<file path="config.mk">
export PLATFORM = sky130hd
export DESIGN_NAME = id_ex_stage_reg
export DESIGN_NICKNAME = d
export VERILOG_FILES = /design/src/rtl/id_ex_stage_reg.sv
export SDC_FILE = /design/constraint.sdc
export NUM_CORES = 1
export LEC_CHECK = 0
export BUFFER_PORTS_ARGS = -buffer_cell sky130_fd_sc_hd__buf_2
export CAP_MARGIN = 20
export CORE_ASPECT_RATIO = 1.5
export CORE_UTILIZATION = 56
export CTS_CLUSTER_SIZE = 25
export DETAILED_ROUTE_END_ITERATION = 10
export GPL_TIMING_DRIVEN = 0
export PLACE_DENSITY = 0.95
export SYNTH_ARGS = -nofsm -noshare
export SYNTH_HDL_FRONTEND = slang
export SYNTH_SLANG_ARGS = --single-unit
</file>
<file path="constraint.sdc">
create_clock -name clk_i -period 3.52 [get_ports clk_i]
set_clock_uncertainty 0.05 [all_clocks]
set_input_delay 0.352 -clock clk_i [delete_from_list [all_inputs] [get_ports clk_i]]
set_output_delay 0.352 -clock clk_i [all_outputs]
set_load 0.1 [all_outputs]
</file>
<file path="src/rtl/id_ex_stage_reg.sv">
// ID/EX pipeline register with load-use hazard detection.
// Holds the decoded instruction for EX and inserts one bubble when the ID
// instruction reads the destination of a load that is currently in EX.
// Flush kills the ID instruction, and hold freezes the stage. Two saturating
// counters record bubbles inserted and valid instructions flushed.
module id_ex_stage_reg #(
  parameter int XLEN   = 32,
  parameter int CTRL_W = 8,
  parameter int CNT_W  = 16
) (
  input  logic              clk_i,
  input  logic              rst_i,
  input  logic              id_valid_i,
  input  logic [XLEN-1:0]   id_pc_i,
  input  logic [4:0]        id_rs1_i,
  input  logic [4:0]        id_rs2_i,
  input  logic              id_uses_rs1_en,
  input  logic              id_uses_rs2_en,
  input  logic [4:0]        id_rd_i,
  input  logic [XLEN-1:0]   id_rs1_data_i,
  input  logic [XLEN-1:0]   id_rs2_data_i,
  input  logic [XLEN-1:0]   id_imm_i,
  input  logic              id_reg_write_en,
  input  logic              id_mem_read_en,
  input  logic              id_mem_write_en,
  input  logic [CTRL_W-1:0] id_ctrl_i,
  input  logic              flush_i,
  input  logic              hold_i,
  output logic              ex_valid_o,
  output logic [XLEN-1:0]   ex_pc_o,
  output logic [4:0]        ex_rs1_o,
  output logic [4:0]        ex_rs2_o,
  output logic [4:0]        ex_rd_o,
  output logic [XLEN-1:0]   ex_rs1_data_o,
  output logic [XLEN-1:0]   ex_rs2_data_o,
  output logic [XLEN-1:0]   ex_imm_o,
  output logic              ex_reg_write_en,
  output logic              ex_mem_read_en,
  output logic              ex_mem_write_en,
  output logic [CTRL_W-1:0] ex_ctrl_o,
  output logic              stall_if_id_o,
  output logic [CNT_W-1:0]  bubble_cnt_o,
  output logic [CNT_W-1:0]  flush_cnt_o
);

  logic              valid_q, valid_d;
  logic [XLEN-1:0]   pc_q, pc_d;
  logic [4:0]        rs1_q, rs1_d;
  logic [4:0]        rs2_q, rs2_d;
  logic [4:0]        rd_q, rd_d;
  logic [XLEN-1:0]   rs1_data_q, rs1_data_d;
  logic [XLEN-1:0]   rs2_data_q, rs2_data_d;
  logic [XLEN-1:0]   imm_q, imm_d;
  logic              reg_write_q, reg_write_d;
  logic              mem_read_q, mem_read_d;
  logic              mem_write_q, mem_write_d;
  logic [CTRL_W-1:0] ctrl_q, ctrl_d;
  logic [CNT_W-1:0]  bubble_cnt_q, bubble_cnt_d;
  logic [CNT_W-1:0]  flush_cnt_q, flush_cnt_d;
  logic              load_use;

  // Saturating increment: an all-ones counter stays put instead of wrapping.
  function automatic logic [CNT_W-1:0] sat_inc(input logic [CNT_W-1:0] v);
    return (&v) ? v : v + CNT_W'(1);
  endfunction

  // Load in EX whose nonzero rd is read by the valid ID instruction.
  always_comb begin
    load_use = valid_q & mem_read_q & reg_write_q & (rd_q != 5'd0) & id_valid_i &
               ((id_uses_rs1_en & (id_rs1_i == rd_q)) |
                (id_uses_rs2_en & (id_rs2_i == rd_q)));
    stall_if_id_o = load_use & ~flush_i & ~hold_i;
  end

  // Next-state selection: hold > flush > load-use bubble > capture.
  always_comb begin
    valid_d      = valid_q;
    pc_d         = pc_q;
    rs1_d        = rs1_q;
    rs2_d        = rs2_q;
    rd_d         = rd_q;
    rs1_data_d   = rs1_data_q;
    rs2_data_d   = rs2_data_q;
    imm_d        = imm_q;
    reg_write_d  = reg_write_q;
    mem_read_d   = mem_read_q;
    mem_write_d  = mem_write_q;
    ctrl_d       = ctrl_q;
    bubble_cnt_d = bubble_cnt_q;
    flush_cnt_d  = flush_cnt_q;
    if (!hold_i) begin
      if (flush_i || load_use) begin
        // Bubble: data fields keep stale values, but nothing downstream may act on them.
        valid_d     = 1'b0;
        reg_write_d = 1'b0;
        mem_read_d  = 1'b0;
        mem_write_d = 1'b0;
        if (flush_i) begin
          if (id_valid_i) flush_cnt_d = sat_inc(flush_cnt_q);
        end else begin
          bubble_cnt_d = sat_inc(bubble_cnt_q);
        end
      end else begin
        valid_d     = id_valid_i;
        pc_d        = id_pc_i;
        rs1_d       = id_rs1_i;
        rs2_d       = id_rs2_i;
        rd_d        = id_rd_i;
        rs1_data_d  = id_rs1_data_i;
        rs2_data_d  = id_rs2_data_i;
        imm_d       = id_imm_i;
        reg_write_d = id_reg_write_en & id_valid_i;
        mem_read_d  = id_mem_read_en & id_valid_i;
        mem_write_d = id_mem_write_en & id_valid_i;
        ctrl_d      = id_ctrl_i;
      end
    end
  end

  // Stage register with synchronous reset clearing every EX field and counter.
  always_ff @(posedge clk_i) begin
    if (rst_i) begin
      valid_q      <= 1'b0;
      pc_q         <= '0;
      rs1_q        <= '0;
      rs2_q        <= '0;
      rd_q         <= '0;
      rs1_data_q   <= '0;
      rs2_data_q   <= '0;
      imm_q        <= '0;
      reg_write_q  <= 1'b0;
      mem_read_q   <= 1'b0;
      mem_write_q  <= 1'b0;
      ctrl_q       <= '0;
      bubble_cnt_q <= '0;
      flush_cnt_q  <= '0;
    end else begin
      valid_q      <= valid_d;
      pc_q         <= pc_d;
      rs1_q        <= rs1_d;
      rs2_q        <= rs2_d;
      rd_q         <= rd_d;
      rs1_data_q   <= rs1_data_d;
      rs2_data_q   <= rs2_data_d;
      imm_q        <= imm_d;
      reg_write_q  <= reg_write_d;
      mem_read_q   <= mem_read_d;
      mem_write_q  <= mem_write_d;
      ctrl_q       <= ctrl_d;
      bubble_cnt_q <= bubble_cnt_d;
      flush_cnt_q  <= flush_cnt_d;
    end
  end

  assign ex_valid_o      = valid_q;
  assign ex_pc_o         = pc_q;
  assign ex_rs1_o        = rs1_q;
  assign ex_rs2_o        = rs2_q;
  assign ex_rd_o         = rd_q;
  assign ex_rs1_data_o   = rs1_data_q;
  assign ex_rs2_data_o   = rs2_data_q;
  assign ex_imm_o        = imm_q;
  assign ex_reg_write_en = reg_write_q;
  assign ex_mem_read_en  = mem_read_q;
  assign ex_mem_write_en = mem_write_q;
  assign ex_ctrl_o       = ctrl_q;
  assign bubble_cnt_o    = bubble_cnt_q;
  assign flush_cnt_o     = flush_cnt_q;

endmodule

</file>
==> flow_metrics.env, run 1 <==
export IMPL_cts_sinks=187
export IMPL_clkLatencyLatePin_ns=0.44
export IMPL_syn_area_per_cell_sq_um=8.350
export IMPL_hold_violations=0
export IMPL_syn_inst=1289
export IMPL_cts_made_buffers=17
export IMPL_antenna_found_initial=1
export IMPL_coreArea_sq_um=18700
export IMPL_vias=12730
export IMPL_post_cts_buffers=0
export IMPL_wl_per_cell_microns=20.02
export IMPL_dieArea_sq_um=19790
export IMPL_first_iter_violations=1376
export IMPL_gp_congestion=0.9414
export IMPL_synth_seq_cells=187
export IMPL_die_w_microns=115.2
export IMPL_rows=61
export IMPL_grt_max_degree=20
export IMPL_endpoint_kind="output pin"
export IMPL_dr_pass1_iters=6
export IMPL_start_util_pct=57.56
export IMPL_grt_pass1_vias=12100
export IMPL_clock_path_buffers=2
export IMPL_syn_num_nets=1452
export IMPL_setup_tns_ns=0
export IMPL_h_tree_depth=4
export IMPL_utilization_pct=71.84
export IMPL_vdd_drop_max_mv=0.2777
export IMPL_fmax_mhz=291.2
export IMPL_post_route_period_util_pct=97.57
export IMPL_p_per_area_nw_per_um2=474.1
export IMPL_grt_ovfl_total=0
export IMPL_yosysUniqueCellTypes=45
export IMPL_fin_nets=1816
export IMPL_crit_fanout=19
export IMPL_post_dp_hpwl_microns=27380
export IMPL_status="complete, no violations"
export IMPL_maxCapViolations=0
export IMPL_drc_errors=0
export IMPL_io_pin_count=349
export IMPL_ys_flop_type="dfxtp_1"
export IMPL_wirelength_microns=38410
export IMPL_track_usage_pct=38.07
export IMPL_arrival_ns=3.03
export IMPL_final_cell_mix="buf_2 (367), dfxtp_1 (187), nand2_1 (165)"
export IMPL_async_flop_share_pct=0
export IMPL_setup_violations=0
export IMPL_dieHeight_microns=171.8
export IMPL_slew_viol_final=0
export IMPL_worst_pin_slew_ns=1.161
export IMPL_required_ns=3.12
export IMPL_post_route_min_period_ns=3.435
export IMPL_detail_route_antenna_nets=0
export IMPL_critPathLaunchType="flop"
export IMPL_fill_cells=1450
export IMPL_cts_root_buf="clkbuf_16"
export IMPL_grt_first_pass_wirelength_microns=60060
export IMPL_path_clk_slew_ns=0.07
export IMPL_power_w=0.006368
export IMPL_critical_path_class="flop to output pin"
export IMPL_layout_commonest_cell="buf_2"
export IMPL_drive_gt1_share_pct=25.33
export IMPL_cellLeakagePower_nw=6.137
export IMPL_rsz0062_at_grt="no"
export IMPL_netlist_area_sq_um=10760
export IMPL_syn2layout_area_growth_pct=24.81
export IMPL_yosysSeqAreaShare_pct=34.78
export IMPL_numPortBuffers=347
export IMPL_hp_class="primary input to flop"
export IMPL_synth_edf_count=0
export IMPL_slew_limit_headroom_pct=22.59
export IMPL_yosysWarnings=0
export IMPL_tritoncts="done"
export IMPL_via_per_inst=6.636
routing by layer:
layer / track usage, % / wire length (microns) / vias up
li1: - / - / 5746
met1: 42.57 / 14100 / 5963
met2: 65.11 / 18950 / 836
met3: 8.739 / 3268 / 189
met4: 23.32 / 2098 / 0
met5: 0 / 0 / -
power by group:
group / internal, W / total (W) / switching, W
clock: 0.00114 / 0.00205 / 0.000907
combinational: 0.000372 / 0.00191 / 0.00154
sequential: 0.00227 / 0.00241 / 0.000137
cell families (layout without fill, tap and decap cells):
logic type | count (synthesis) | count (layout) | share of synthesized area [%]
xor gates and xnor gates | 22 | 22 | 1.790
muxes | 5 | 5 | 0.5231
AOI/OAI and AO/OA | 190 | 190 | 14.83
and+or+nand+nor | 719 | 719 | 41.03
other | 0 | 1 | 0
buffers and inverters | 164 | 541 | 6.812
DFF | 187 | 187 | 34.78
adders and majority gates | 2 | 2 | 0.2325
synthesized netlist by cell type (4+ instances only):
cell type	number	area, sq um
a32oi_1	151	1323
nand4_1	12	75.07
buf_6	12	135.1
nor3_1	8	40.04
or3_1	4	25.02
nand2_1	165	619.3
mux2_2	5	56.30
xor2_1	10	87.58
nor2_1	27	101.4
nor4_1	9	56.30
or4b_1	152	1521
and4_1	4	35.03
dfxtp_1	187	3744
a21oi_1	13	65.06
xnor2_1	12	105.1
clkbuf_1	129	484.2
nor2b_1	5	31.28
and3_1	153	957.2
or4_1	5	37.54
o21ai_0	4	20.02
o31ai_1	5	37.54
nor4b_1	5	43.79
buf_2	19	95.09
nand3_1	162	810.8
cell type report:
| cell class | instances | area, sq um | area share (%) |
|---|---|---|---|
| Timing Repair Buffer | 347 | 1737 | 12.93 |
| Clock inverter | 13 | 167.7 | 1.248 |
| Tap cell | 252 | 315.3 | 2.347 |
| Multi-Input combinational cell | 938 | 6297 | 46.88 |
| Antenna cell | 1 | 2.502 | 0.01863 |
| Inverter | 2 | 7.507 | 0.05589 |
| Sequential cell | 187 | 3744 | 27.87 |
| Clock buffer | 19 | 442.9 | 3.297 |
| Buffer | 160 | 719.4 | 5.356 |
final timing paths:
path / startpoint / end / slack (ns) / cells after the start
worst max register to register: ex_rd_o[0] / bubble_cnt_o[10] / 0.65 / 7
worst min-delay path: id_mem_read_en / ex_mem_read_en / 0.07 / 2
worst min register to register: ex_valid_o / ex_valid_o / 0.44 / 1
worst max-delay path: ex_rd_o[4] / stall_if_id_o / 0.09 / 7
per-stage QoR:
| stage | setup slack, ns | area (sq um) | std cells | hold WS, ns |
|---|---|---|---|---|
| after global placement | 0.2889 | 12830 | 1888 | 0.4025 |
| final | 0.08538 | 13430 | 1919 | 0.06982 |
| after detailed placement | 0.3153 | 12830 | 1888 | 0.4257 |
| after CTS | 0.002333 | 13430 | 1919 | 0.06401 |
| after global routing | 0.02145 | 13430 | 1919 | 0.06395 |
| after floorplan | 0.01788 | 10770 | 1289 | 0.4346 |
state kept, by name (all words and copies together), names as in the netlist:
register         count
ex_rs1_o             5
ex_ctrl_o            8
ex_rs2_o             5
ex_mem_read_en       1
bubble_cnt_o        16
ex_mem_write_en      1
ex_reg_write_en      1
flush_cnt_o         16
ex_rs1_data_o       32
ex_rd_o              5
ex_valid_o           1
ex_pc_o             32
ex_imm_o            32
ex_rs2_data_o       32
worst max-delay path, cell delays in order (launching register included):
cell     delay, ns
dfxtp_1       0.46
xor2_1        0.37
nor4_1        0.12
a32oi_2       0.52
buf_4         0.30
buf_2         0.43
nor3_4        0.08
buf_2         0.31
timing repair:
item / CTS / global route
setup endpoints to repair: 1 / 1
cloned: 0 / 0
hold buffers: 0 / 0
pin swaps: 0 / 0
resized for setup: 1 / 0
Power figures use the tool's default switching activity.
==> run 2, diff against run 1 <==
REMOVE_ABC_BUFFERS = 1   (was default)
==> run 2 against run 1 <==
Against the previous run:
- clock power down 7%
- highest routed layer is now met5
- via count down 5.6%
- power is 2.9% lower
- critical path depth did not move
- final area down 1.5%
- largest power group unchanged
- wire length decreased by 12%
- register-to-register slack got worse by 0.06 ns
==> flow_metrics.env, run 2 (synthesis gave the netlist of run 1 again) <==
export IMPL_status="complete, no violations"
export IMPL_setup_tns_ns=0
export IMPL_hp_class="primary input to flop"
export IMPL_post_route_min_period_ns=3.296
export IMPL_worst_pin_slew_ns=0.9559
export IMPL_cellLeakagePower_nw=6.099
export IMPL_slew_limit_headroom_pct=36.27
export IMPL_holdBufCountCts=0
export IMPL_hold_violations=0
export IMPL_post_route_period_util_pct=93.64
export IMPL_stdcell_count=1783
export IMPL_path_clk_slew_ns=0.08
export IMPL_first_iter_violations=1466
export IMPL_wl_per_cell_microns=19.07
export IMPL_path_cells="xor2_1, nor4_2, a32oi_4, buf_8, buf_16, nor3_1, clkbuf_4"
export IMPL_detail_route_antenna_nets=0
export IMPL_dr_pass1_iters=6
export IMPL_antenna_found_initial=5
export IMPL_drive_gt1_share_pct=27.18
export IMPL_power_w=0.006181
export IMPL_p_seq_share_pct=38.6
export IMPL_wirelength_microns=33990
export IMPL_drc_errors=0
export IMPL_arrival_ns=2.89
export IMPL_cpMaxStageDelayCell="nor4_2"
export IMPL_rsz0062_at_grt="no"
export IMPL_critical_path_class="flop to output pin"
export IMPL_grt_ovfl_total=0
export IMPL_grt_pass1_vias=10900
export IMPL_h_tree_depth=4
export IMPL_dp_cells=1747
export IMPL_grt_first_pass_wirelength_microns=53250
export IMPL_maxCapViolations=0
export IMPL_track_usage_pct=33.42
export IMPL_switching_share_pct=41.82
export IMPL_final_cell_mix="buf_2 (346), dfxtp_1 (187), nand2_1 (165)"
export IMPL_clock_power_share_pct=30.7
export IMPL_endpoint_kind="output pin"
export IMPL_fmax_mhz=303.4
export IMPL_clock_path_buffers=2
export IMPL_die_w_microns=115.2
export IMPL_setup_violations=0
export IMPL_finalInstanceArea_sq_um=13240
export IMPL_required_ns=3.12
export IMPL_power_frac_comb_pct=30.7
export IMPL_slowest_delay_ns=0.54
export IMPL_gp_congestion=0.8689
export IMPL_syn2layout_area_growth_pct=22.98
export IMPL_cts_made_buffers=17
export IMPL_numPortBuffers=348
export IMPL_cts_sinks=187
export IMPL_io_pin_count=349
export IMPL_grt_max_degree=163
export IMPL_finalWorstSetupSlack_ns=0.2240
export IMPL_vias=12020
export IMPL_dieHeight_microns=171.8
export IMPL_crit_fanout=39
export IMPL_power_switching_w=0.002585
export IMPL_rows=61
export IMPL_dieArea_sq_um=19790
export IMPL_post_dp_hpwl_microns=21180
export IMPL_via_per_inst=6.740
export IMPL_coreArea_sq_um=18700
export IMPL_layout_commonest_cell="buf_2"
export IMPL_tritoncts="done"
export IMPL_pre_cts_ws_ns=0.3133
export IMPL_start_util_pct=57.56
export IMPL_post_cts_buffers=0
export IMPL_internal_power_w=0.003596
export IMPL_clkLatencyLatePin_ns=0.45
export IMPL_fin_nets=1677
export IMPL_cts_resized_gates=0
export IMPL_cts_root_buf="clkbuf_16"
export IMPL_vdd_drop_max_mv=0.3069
export IMPL_p_per_area_nw_per_um2=467.0
export IMPL_slew_viol_final=0
export IMPL_placed_area_sq_um=12630
export IMPL_critPathLaunchType="flop"
## run 2: per-stage QoR
step | util [%] | hold slack [ns]
final | 70.79 | 0.07615
after CTS | 70.64 | 0.05686
after detailed placement | 67.53 | 0.4221
after floorplan | - | 0.3711
after global routing | 70.79 | 0.06802
after global placement | 64.68 | 0.4076
## run 2: worst paths after layout
check / start / to / slack (ns) / cells past startpoint
hold / removal: id_mem_write_en / ex_mem_write_en / 0.08 / 2
setup reg to reg: ex_rd_o[1] / bubble_cnt_o[5] / 0.59 / 8
setup / recovery: ex_rd_o[1] / stall_if_id_o / 0.22 / 7
hold reg to reg: ex_mem_write_en / ex_mem_write_en / 0.45 / 1
## run 2: worst max-delay path: cells and delay by family (launching register included)
| family | cells | cell delay (ns) |
|---|---|---|
| XOR/XNOR | 1 | 0.13 |
| AO/OA/AOI/OAI | 1 | 0.30 |
| flip-flops | 1 | 0.47 |
| AND/OR/NAND/NOR | 2 | 0.73 |
| buffers and inverters | 3 | 0.81 |
## run 2: final cells by class
type	count	area (sq um)
sequential	187	3744
inverter	2	12.51
clock inverter	15	155.1
fill	1328	5463
antenna	4	10.01
clock buffer	17	425.4
tap	252	315.3
multi-input combinational	938	6336
timing repair buffer	368	2238
## run 2: power by group through the flow
stage / registers, W / logic (W) / clock network, W
2_1_floorplan: 0.00351 / 0.000351 / 0
3_3_place_gp: 0.00241 / 0.00181 / 0
3_5_place_dp: 0.00243 / 0.00188 / 0
4_1_cts: 0.00238 / 0.00189 / 0.00192
5_1_grt: 0.00240 / 0.00197 / 0.00200
6_report: 0.00238 / 0.00190 / 0.00190
## run 2: layer usage
layer / up-vias / GRT usage, % / part of all wire (%)
met1: 5674 / 38.60 / 37
met4: 2 / 25.58 / 6.4
met2: 688 / 52.83 / 48
met3: 178 / 8.280 / 7.8
li1: 5476 / - / -
met5: - / 0 / 0.038
==> run 3, diff against run 2 <==
CORE_ASPECT_RATIO = 1.75   (was 1.5)
==> run 3 against run 2 <==
Against the previous run:
- cell count is 0.45% lower
- sequential share of layout area hardly changed
- first-iteration DRC count is 18% lower
- register-to-register slack better by 0.19 ns
- core utilization is 0.21 points higher
- worst setup slack better by 0.10 ns
- non-clock buffer count is 2 higher
- clock-buffer cell count is 7 higher
- sequential power hardly changed
- global-route usage is 0.80 points higher
- critical path type unchanged
- critical endpoint unchanged
==> flow_metrics.env, run 3 (synthesis gave the netlist of run 1 again) <==
export IMPL_vdd_drop_max_mv=0.3511
export IMPL_p_per_area_nw_per_um2=465.4
export IMPL_numPortBuffers=348
export IMPL_fin_nets=1679
export IMPL_slowest_delay_ns=0.51
export IMPL_path_clk_slew_ns=0.07
export IMPL_drive_gt1_share_pct=27.14
export IMPL_rows=66
export IMPL_wirelength_microns=35230
export IMPL_endpoint_kind="output pin"
export IMPL_crit_start="ex_rd_o[1]"
export IMPL_clock_path_buffers=2
export IMPL_antenna_found_initial=8
export IMPL_grt_ovfl_total=0
export IMPL_drc_errors=0
export IMPL_dieArea_sq_um=19800
export IMPL_critPathLaunchType="flop"
export IMPL_reg2reg_from="ex_rd_o[1]"
export IMPL_slew_viol_final=0
export IMPL_dp_cells=1734
export IMPL_finalWorstSetupSlack_ns=0.3261
export IMPL_min_from="id_reg_write_en"
export IMPL_layout_commonest_cell="buf_2"
export IMPL_hold_violations=0
export IMPL_critical_path_class="flop to output pin"
export IMPL_grt_first_pass_wirelength_microns=54490
export IMPL_placed_area_sq_um=12640
export IMPL_crit_fanout=34
export IMPL_cpMaxStageDelayCell="dfxtp_1"
export IMPL_path_cells="xor2_1, nor4_2, a32oi_4, buf_16, buf_16, nor3_1, clkbuf_4"
export IMPL_detail_route_antenna_nets=0
export IMPL_arrival_ns=2.79
export IMPL_setup_violations=0
export IMPL_holdBufCountCts=0
export IMPL_post_route_period_util_pct=90.73
export IMPL_hp_class="primary input to flop"
export IMPL_stdcell_count=1775
export IMPL_grt_max_degree=126
export IMPL_worst_pin_slew_ns=1.017
export IMPL_start_util_pct=57.67
export IMPL_via_per_inst=6.734
export IMPL_cp_top_family="buffers and inverters"
export IMPL_multiInputGateArea_sq_um=6336
export IMPL_coreArea_sq_um=18660
export IMPL_syn2layout_area_growth_pct=23.11
export IMPL_required_ns=3.12
export IMPL_regArea_sq_um=3744
export IMPL_dr_pass1_iters=5
export IMPL_post_dp_hpwl_microns=22580
export IMPL_gp_congestion=0.9175
export IMPL_slew_limit_headroom_pct=32.06
export IMPL_grt_pass1_vias=10920
export IMPL_cellLeakagePower_nw=6.099
export IMPL_h_tree_depth=4
export IMPL_clkLatencyLatePin_ns=0.44
export IMPL_track_usage_pct=34.22
export IMPL_first_iter_violations=1201
export IMPL_pre_cts_ws_ns=0.2762
export IMPL_cpMostUsedCell="buf_16"
export IMPL_cts_made_buffers=17
export IMPL_vias=11950
export IMPL_setup_tns_ns=0
export IMPL_status="complete, no violations"
export IMPL_die_w_microns=106.8
export IMPL_cts_root_buf="clkbuf_16"
export IMPL_fill_cells=1366
export IMPL_cts_sinks=187
export IMPL_fmax_mhz=313.1
export IMPL_final_cell_mix="buf_2 (346), dfxtp_1 (187), nand2_1 (165)"
export IMPL_dieHeight_microns=185.4
export IMPL_post_route_min_period_ns=3.194
export IMPL_io_pin_count=349
export IMPL_tritoncts="done"
export IMPL_maxCapViolations=0
export IMPL_rsz0062_at_grt="no"
export IMPL_cp_buffers_inverters=3
export IMPL_finalInstanceArea_sq_um=13250
export IMPL_wl_per_cell_microns=19.85
## run 3: cell types whose count changed in the layout (fill, tap and decap cells not counted), moves of 2 or more
cell | previous run | this run
clkbuf_8 | 0 | 5
inv_8 | 4 | 0
clkinv_8 | 2 | 0
clkinvlp_4 | 1 | 5
diode_2 | 4 | 8
clkbuf_1 | 0 | 2
clkinv_4 | 7 | 2
## run 3: cell type report
type / count / area share, %
Clock inverter: 8 / 0.4533
Tap cell: 238 / 2.247
Clock buffer: 24 / 3.787
Inverter: 2 / 0.09443
Sequential cell: 187 / 28.25
Multi-Input combinational cell: 938 / 47.82
Timing Repair Buffer: 370 / 17.20
Antenna cell: 8 / 0.1511
## run 3: power breakdown
group	leakage (nW)	switching, W	internal [W]
Clock	0.261	0.000860	0.00100
Sequential	1.54	0.000119	0.00227
Combinational	4.30	0.00153	0.000385
Total	6.10	0.00251	0.00366
## run 3: worst paths after layout
check,end,depth (start not counted),slack (ns)
max,stall_if_id_o,7,0.33
min,ex_reg_write_en,2,0.08
max reg2reg,ex_rs1_data_o[13],8,0.78
min reg2reg,ex_mem_write_en,1,0.45
## run 3: routing by layer
metal	wire length [microns]	part of all wire, %	track usage [%]
met5	26	0.074	0
met1	13080	37	39.14
met2	17290	49	56.05
met4	2046	5.8	22.90
met3	2789	7.9	8.339
## run 3: timing repair
item / in CTS / in global routing
resized for setup: 1 / 2
setup buffers: 0 / 1
cloned: 0 / 0
pin swaps: 0 / 1
endpoints found under the hold margin: 0 / 0
endpoints found under the setup margin: 1 / 1
## run 3: metrics by stage
step	hold WS [ns]	power [W]	util, %
after CTS	0.06781	0.006160	70.79
final	0.07841	0.006167	71.00
after global placement	0.4081	0.004232	64.71
after detailed placement	0.4255	0.004322	67.75
after floorplan	0.3711	0.003864	-
after global routing	0.07131	0.006350	70.97
